--- config.mk ---
export PLATFORM = sky130hd
export DESIGN_NAME = avalon_port_arbiter
export DESIGN_NICKNAME = d
export VERILOG_FILES = /design/src/rtl/fft_bus_pkg.sv /design/src/rtl/rr_arbiter.sv /design/src/rtl/avalon_port_arbiter.sv
export SDC_FILE = /design/constraint.sdc
export NUM_CORES = 1
export LEC_CHECK = 0
export BUFFER_PORTS_ARGS = -buffer_cell sky130_fd_sc_hd__buf_2
export CORE_ASPECT_RATIO = 0.7
export CORE_MARGIN = 8
export CORE_UTILIZATION = 25
export DETAILED_ROUTE_END_ITERATION = 16
export MAX_ROUTING_LAYER = met4
export PLACE_DENSITY_LB_ADDON = 0.05
export SYNTH_ARGS = -nofsm -noshare
export SYNTH_HDL_FRONTEND = slang
export SYNTH_SLANG_ARGS = --single-unit
--- constraint.sdc ---
create_clock -name clk -period 1.7 [get_ports clk]
set_input_delay 0.255 -clock clk [delete_from_list [all_inputs] [get_ports clk]]
set_output_delay 0.255 -clock clk [all_outputs]
set_load 0.005 [all_outputs]
--- src/rtl/fft_bus_pkg.sv ---
// +----------------------------------------------------------------------------+
// | fft_bus_pkg : shared types and defaults for the FFT SRAM bus arbiter. Rev 1.0|
// +----------------------------------------------------------------------------+
`default_nettype none

package fft_bus_pkg;

  localparam int ADDR_W_DEF = 9;
  localparam int DATA_W_DEF = 16;

  localparam logic [1:0] RESP_OKAY = 2'b00;

  typedef enum logic [1:0] {
    IDLE   = 2'd0,
    CMD    = 2'd1,
    RDWAIT = 2'd2
  } arb_state_t;

endpackage

`default_nettype wire

--- src/rtl/rr_arbiter.sv ---
// +----------------------------------------------------------------------------+
// | rr_arbiter : combinational round-robin pick starting after 'last'.  Rev 1.0 |
// +----------------------------------------------------------------------------+
`default_nettype none

module rr_arbiter
  import fft_bus_pkg::*;
#(
  parameter int NREQ  = 2,
  parameter int IDX_W = 1
) (
  input  logic [NREQ-1:0]  req,
  input  logic [IDX_W-1:0] last,
  output logic [NREQ-1:0]  grant,
  output logic [IDX_W-1:0] grant_idx,
  output logic             grant_any
);

  logic [IDX_W-1:0] cand;

  always_comb begin
    grant     = '0;
    grant_idx = '0;
    grant_any = 1'b0;
    cand      = '0;
    // Offsets 1..NREQ visit every requester once, ending on 'last' itself.
    for (int k = 1; k <= NREQ; k++) begin
      cand = IDX_W'((int'(last) + k) % NREQ);
      if (!grant_any && req[cand]) begin
        grant_any   = 1'b1;
        grant_idx   = cand;
        grant[cand] = 1'b1;
      end
    end
  end

endmodule

`default_nettype wire

--- src/rtl/avalon_port_arbiter.sv ---
// +----------------------------------------------------------------------------+
// | avalon_port_arbiter : round-robin sharing of one Avalon-MM master.  Rev 1.0 |
// +----------------------------------------------------------------------------+
`default_nettype none

module avalon_port_arbiter
  import fft_bus_pkg::*;
#(
  parameter int NREQ    = 2,
  parameter int ADDR_W  = ADDR_W_DEF,
  parameter int DATA_W  = DATA_W_DEF,
  parameter int TIMEOUT = 255
) (
  input  logic                   clk,
  input  logic                   n_rst,
  input  logic [NREQ-1:0]        req_valid,
  input  logic [NREQ-1:0]        req_write,
  input  logic [NREQ*ADDR_W-1:0] req_address,
  input  logic [NREQ*DATA_W-1:0] req_wdata,
  output logic [NREQ-1:0]        req_ready,
  output logic [NREQ-1:0]        rsp_valid,
  output logic [DATA_W-1:0]      rsp_rdata,
  output logic                   rsp_err,
  output logic                   timeout_flag,
  output logic                   master_read,
  output logic                   master_write,
  output logic [ADDR_W-1:0]      master_address,
  output logic [DATA_W-1:0]      master_write_data,
  input  logic                   master_waitrequest,
  input  logic [DATA_W-1:0]      master_readdata,
  input  logic                   master_readdatavalid,
  input  logic [1:0]             master_response
);

  localparam int         IDX_W   = (NREQ > 1) ? $clog2(NREQ) : 1;
  localparam logic [7:0] WD_LAST = 8'(TIMEOUT - 1);

  arb_state_t        state_q, state_d;
  logic [IDX_W-1:0]  last_q, last_d, owner_q, owner_d;
  logic              master_read_q, master_read_d, master_write_q, master_write_d;
  logic [ADDR_W-1:0] address_q, address_d;
  logic [DATA_W-1:0] wdata_q, wdata_d, rsp_rdata_q, rsp_rdata_d;
  logic [NREQ-1:0]   rsp_valid_q, rsp_valid_d;
  logic              rsp_err_q, rsp_err_d, timeout_q, timeout_d;
  logic [7:0]        wd_q, wd_d;
  logic              done;

  logic [NREQ-1:0]   grant;
  logic [IDX_W-1:0]  grant_idx;
  logic              grant_any;
  logic [ADDR_W-1:0] addr_arr  [NREQ];
  logic [DATA_W-1:0] wdata_arr [NREQ];

  for (genvar i = 0; i < NREQ; i++) begin : g_unpack
    assign addr_arr[i]  = req_address[i*ADDR_W +: ADDR_W];
    assign wdata_arr[i] = req_wdata[i*DATA_W +: DATA_W];
  end

  rr_arbiter #(
    .NREQ  (NREQ),
    .IDX_W (IDX_W)
  ) u_rr (
    .req       (req_valid),
    .last      (last_q),
    .grant     (grant),
    .grant_idx (grant_idx),
    .grant_any (grant_any)
  );

  always_comb begin
    state_d        = state_q;
    last_d         = last_q;
    owner_d        = owner_q;
    master_read_d  = master_read_q;
    master_write_d = master_write_q;
    address_d      = address_q;
    wdata_d        = wdata_q;
    rsp_valid_d    = '0;
    rsp_rdata_d    = rsp_rdata_q;
    rsp_err_d      = rsp_err_q;
    timeout_d      = timeout_q;
    wd_d           = wd_q;
    done           = 1'b0;

    case (state_q)
      IDLE: begin
        wd_d = '0;
        if (grant_any) begin
          owner_d        = grant_idx;
          last_d         = grant_idx;
          master_write_d = req_write[grant_idx];
          master_read_d  = !req_write[grant_idx];
          address_d      = addr_arr[grant_idx];
          wdata_d        = wdata_arr[grant_idx];
          state_d        = CMD;
        end
      end
      CMD: begin
        if (!master_waitrequest) begin
          if (master_write_q) begin
            done        = 1'b1;
            rsp_err_d   = (master_response != RESP_OKAY);
            rsp_rdata_d = '0;
          end else if (master_readdatavalid) begin
            done        = 1'b1;
            rsp_err_d   = (master_response != RESP_OKAY);
            rsp_rdata_d = master_readdata;
          end else begin
            master_read_d = 1'b0;
            state_d       = RDWAIT;
          end
        end
      end
      RDWAIT: begin
        if (master_readdatavalid) begin
          done        = 1'b1;
          rsp_err_d   = (master_response != RESP_OKAY);
          rsp_rdata_d = master_readdata;
        end
      end
      default: state_d = IDLE;
    endcase

    // A completion in the watchdog's last cycle takes priority over the abort.
    if (state_q != IDLE) begin
      if (done || (wd_q == WD_LAST)) begin
        master_read_d         = 1'b0;
        master_write_d        = 1'b0;
        rsp_valid_d[owner_q]  = 1'b1;
        state_d               = IDLE;
        wd_d                  = '0;
        if (!done) begin
          rsp_err_d   = 1'b1;
          rsp_rdata_d = '0;
          timeout_d   = 1'b1;
        end
      end else begin
        wd_d = wd_q + 8'd1;
      end
    end
  end

  always_ff @(posedge clk or negedge n_rst) begin
    if (!n_rst) begin
      state_q        <= IDLE;
      last_q         <= IDX_W'(NREQ - 1);
      owner_q        <= '0;
      master_read_q  <= 1'b0;
      master_write_q <= 1'b0;
      address_q      <= '0;
      wdata_q        <= '0;
      rsp_valid_q    <= '0;
      rsp_rdata_q    <= '0;
      rsp_err_q      <= 1'b0;
      timeout_q      <= 1'b0;
      wd_q           <= '0;
    end else begin
      state_q        <= state_d;
      last_q         <= last_d;
      owner_q        <= owner_d;
      master_read_q  <= master_read_d;
      master_write_q <= master_write_d;
      address_q      <= address_d;
      wdata_q        <= wdata_d;
      rsp_valid_q    <= rsp_valid_d;
      rsp_rdata_q    <= rsp_rdata_d;
      rsp_err_q      <= rsp_err_d;
      timeout_q      <= timeout_d;
      wd_q           <= wd_d;
    end
  end

  assign req_ready         = (n_rst && (state_q == IDLE)) ? grant : '0;
  assign rsp_valid         = rsp_valid_q;
  assign rsp_rdata         = rsp_rdata_q;
  assign rsp_err           = rsp_err_q;
  assign timeout_flag      = timeout_q;
  assign master_read       = master_read_q;
  assign master_write      = master_write_q;
  assign master_address    = address_q;
  assign master_write_data = wdata_q;

endmodule

`default_nettype wire

==> results.py <==
metrics = {
    "outcome": {
        "status": "complete, no violations",
    },
    "routing": {
        "drc_errors": 0,
        "wirelength_mm": 9.065,
        "drtAntennaViolNets": 0,
        "routed-via-count": 2553,
        "viasPerCell": 4.327,
        "drt_iter0_drc": 83,
        "wire_per_inst_um": 15.36,
        "first_pass_iters": 4,
    },
    "pwr": {
        "p_int_w": 0.004338,
        "p_leak_nw": 2.140,
        "clkPwrFrac": 0.239,
        "p_comb_frac": 0.425,
        "swShare": 0.3596,
        "power_w": 0.006774,
        "p_sw_w": 0.002436,
        "pwr_density_cell_mw_per_mm2": 1572,
        "peakVddDrop_mv": 0.5373,
        "power.share.sequential": 0.337,
    },
    "clock_network": {
        "clk_pin_slew_ns": 0.05,
        "cts-root-buf": "clkbuf_16",
        "clkSinkCount": 59,
        "tritoncts": "done",
        "clockBufferDepth": 2,
        "numCtsBuffers": 9,
        "clk_latency_ns": 0.33,
        "htreeDepth": 3,
    },
    "finish": {
        "synthToLayoutAreaGrowth_pct": 46.01,
        "drive_gt1_frac": 0.4596,
        "layout.nets": 511,
        "fin_util": 0.3713,
        "final_common_cell": "buf_2",
        "final-instance-count-excl-fill": 590,
        "diodes": 0,
        "final_cell_mix": "buf_2, dfrtp_1, nand2_1, o21ai_0, mux2i_1",
    },
    "critical_path": {
        "reg2reg_depth": 6,
        "crit_buf_inv": 1,
        "criticalPathCategory": "flip-flop to flip-flop",
        "critPathLaunchType": "flip-flop",
        "path_depth": 6,
        "reg2reg_slack_ns": 0.01,
        "r2r_end": "rsp_rdata[7]",
        "cp_slowest_cell": "dfrtp_1",
        "path_cells": "ha_2 > and2b_2 > o21a_2 > o21ai_4 > buf_12 > a22oi_2",
        "end_kind": "flip-flop",
        "critical-path-top-delay-family": "compound AO/OA/AOI/OAI gates",
        "cp.required_ns": 1.90,
        "rr_startpoint": "state_q[0]",
        "crit_start": "state_q[0]",
        "endpoint": "rsp_rdata[7]",
        "slowest_delay_ns": 0.40,
        "worstPathArrival_ns": 1.89,
        "crit_fanout": 9,
    },
    "flow_run": {
        "maxCapViolCount": 0,
    },
    "timing": {
        "tightest_slew_ns": 0.3403,
        "finalCriticalPeriod_ns": 1.686,
        "skew_ns": 0.005922,
        "fin_ws_ns": 0.01374,
        "fin_tns_setup_ns": 0,
        "hold_violations": 0,
        "finalMaxSlewViolations": 0,
        "slew_headroom": 0.7731,
        "fin_crit_sh": 0.9919,
        "fmax_mhz": 593.0,
        "rsz0062_at_grt": "true",
        "finalSetupViolCount": 0,
    },
    "synthesis": {
        "synth_edf_count": 0,
        "ys_types": 42,
        "yosysSeqAreaShare": 0.5008,
        "yosys_register_bits": 59,
        "yosys-top-cells-area": "dfrtp_1, mux2i_1, o21ai_0",
        "syn_nets": 369,
        "yosysTopAreaCellShare": 0.4919,
        "synthCells": 287,
        "synth-main-ff-cell": "dfrtp_1",
        "ys_async_sr_fraction": 1.000,
        "syn_area_per_cell_um2": 10.28,
        "yosysTopAreaCell": "dfrtp_1",
        "netlist_area_mm2": 0.002950,
        "ys_warn_count": 0,
    },
    "global_route": {
        "overflow": 0,
        "grt_pass1_vias": 2704,
        "grt_usage": 0.1217,
        "grt_max_degree": 60,
        "antenna_found_initial": 0,
        "grt_pass1_wl_mm": 14.63,
    },
    "placed_design": {
        "portBuffers": 124,
        "place_inst": 572,
        "place.gp.congestion": 0.7496,
        "hpwl_mm": 6.628,
        "pre_cts_ws_ns": -0.05523,
    },
    "min_path": {
        "hp-class": "primary input to async pin",
    },
    "floorplan": {
        "initial_utilization": 0.2543,
        "rows": 33,
        "die_w_um": 145.8,
        "dieArea_mm2": 0.01559,
        "die_h_um": 106.9,
        "coreArea_mm2": 0.01160,
        "io_pins": 125,
    },
}
## through the flow
step / cell area, um2 / hold WS [ns]
after floorplan: 2950 / -0.04059
after global placement: 3900 / 0.3895
after detailed placement: 3900 / 0.3921
after CTS: 4214 / 0.04642
after global routing: 4308 / 0.05429
final: 4308 / 0.02143
## routing by layer
layer	wire length (um)	share of wire	GRT usage	vias up
met1	4277	0.47	0.1536	1169
met2	4178	0.46	0.1757	66
met3	491	0.054	0.04628	13
met5	0	0	-	-
met4	117	0.013	0.04071	0
li1	-	-	-	1305
## how the worst min path moves through the flow
stage           from  slack [ns]                    end  cells after the start
3_3_place_gp   n_rst        0.39           timeout_flag                      2
5_1_grt        n_rst        0.05           timeout_flag                      2
6_report       n_rst        0.02                wd_q[0]                      2
3_5_place_dp   n_rst        0.39                wd_q[1]                      2
2_1_floorplan  n_rst       -0.04      master_address[0]                      0
4_1_cts        n_rst        0.05  master_write_data[11]                      2
## Yosys cell counts (2+ instances only)
cell type,n
o21a_1,2
nand3_1,6
a22oi_2,10
nor2_1,7
ha_1,6
inv_1,6
xnor2_1,3
xor2_1,3
buf_4,3
a31oi_1,3
a311oi_1,2
buf_6,4
mux2i_1,25
o211ai_1,3
nand2b_1,2
dfrtp_1,58
nand4_1,2
and3_1,2
and2_1,2
o21ai_1,2
nand2_1,47
a21oi_1,4
o21ai_0,44
nor3_1,10
a22oi_1,6
clkbuf_1,7
buf_2,3
## power by group through the flow
stage	Combinational, W	Sequential [W]	Clock, W
after floorplan	0.00138	0.00232	0
after global placement	0.00267	0.00229	0
after detailed placement	0.00267	0.00230	0
after CTS	0.00280	0.00229	0.00170
after global routing	0.00324	0.00237	0.00175
final	0.00288	0.00228	0.00162
## logic make-up after synthesis
group / count (synthesis) / synth area share
muxes: 25 / 0.08482
AOI/OAI and AO/OA: 85 / 0.1998
DFF: 59 / 0.5008
xor gates and xnor gates: 6 / 0.01781
adders and majority gates: 6 / 0.02544
buffers and inverters: 24 / 0.04622
and+or+nand+nor: 82 / 0.1251
## cell type report
cell class                 count  area [um2]
clock inverter                 3       15.01
tap                          157       196.4
sequential                    59        1478
timing repair buffer         149       900.9
inverter                       6       26.28
fill                        1189        7295
clock buffer                  12       246.5
multi-input combinational    204        1445
## timing repair
item	in CTS	in global routing
gates resized for setup	10	23
gates cloned	0	0
pin swaps	1	4
buffers inserted	2	1
setup endpoints to repair	11	33
hold buffers	0	0
## state kept, by name, indices dropped and copies added (netlist names)
| name | flops |
|---|---|
| last_q | 1 |
| master_address | 9 |
| master_read | 1 |
| master_write | 1 |
| master_write_data | 16 |
| owner_q | 1 |
| rsp_err | 1 |
| rsp_rdata | 16 |
| rsp_valid | 2 |
| state_q | 2 |
| timeout_flag | 1 |
| wd_q | 8 |
No activity file was read; power rests on OpenSTA's default activity.
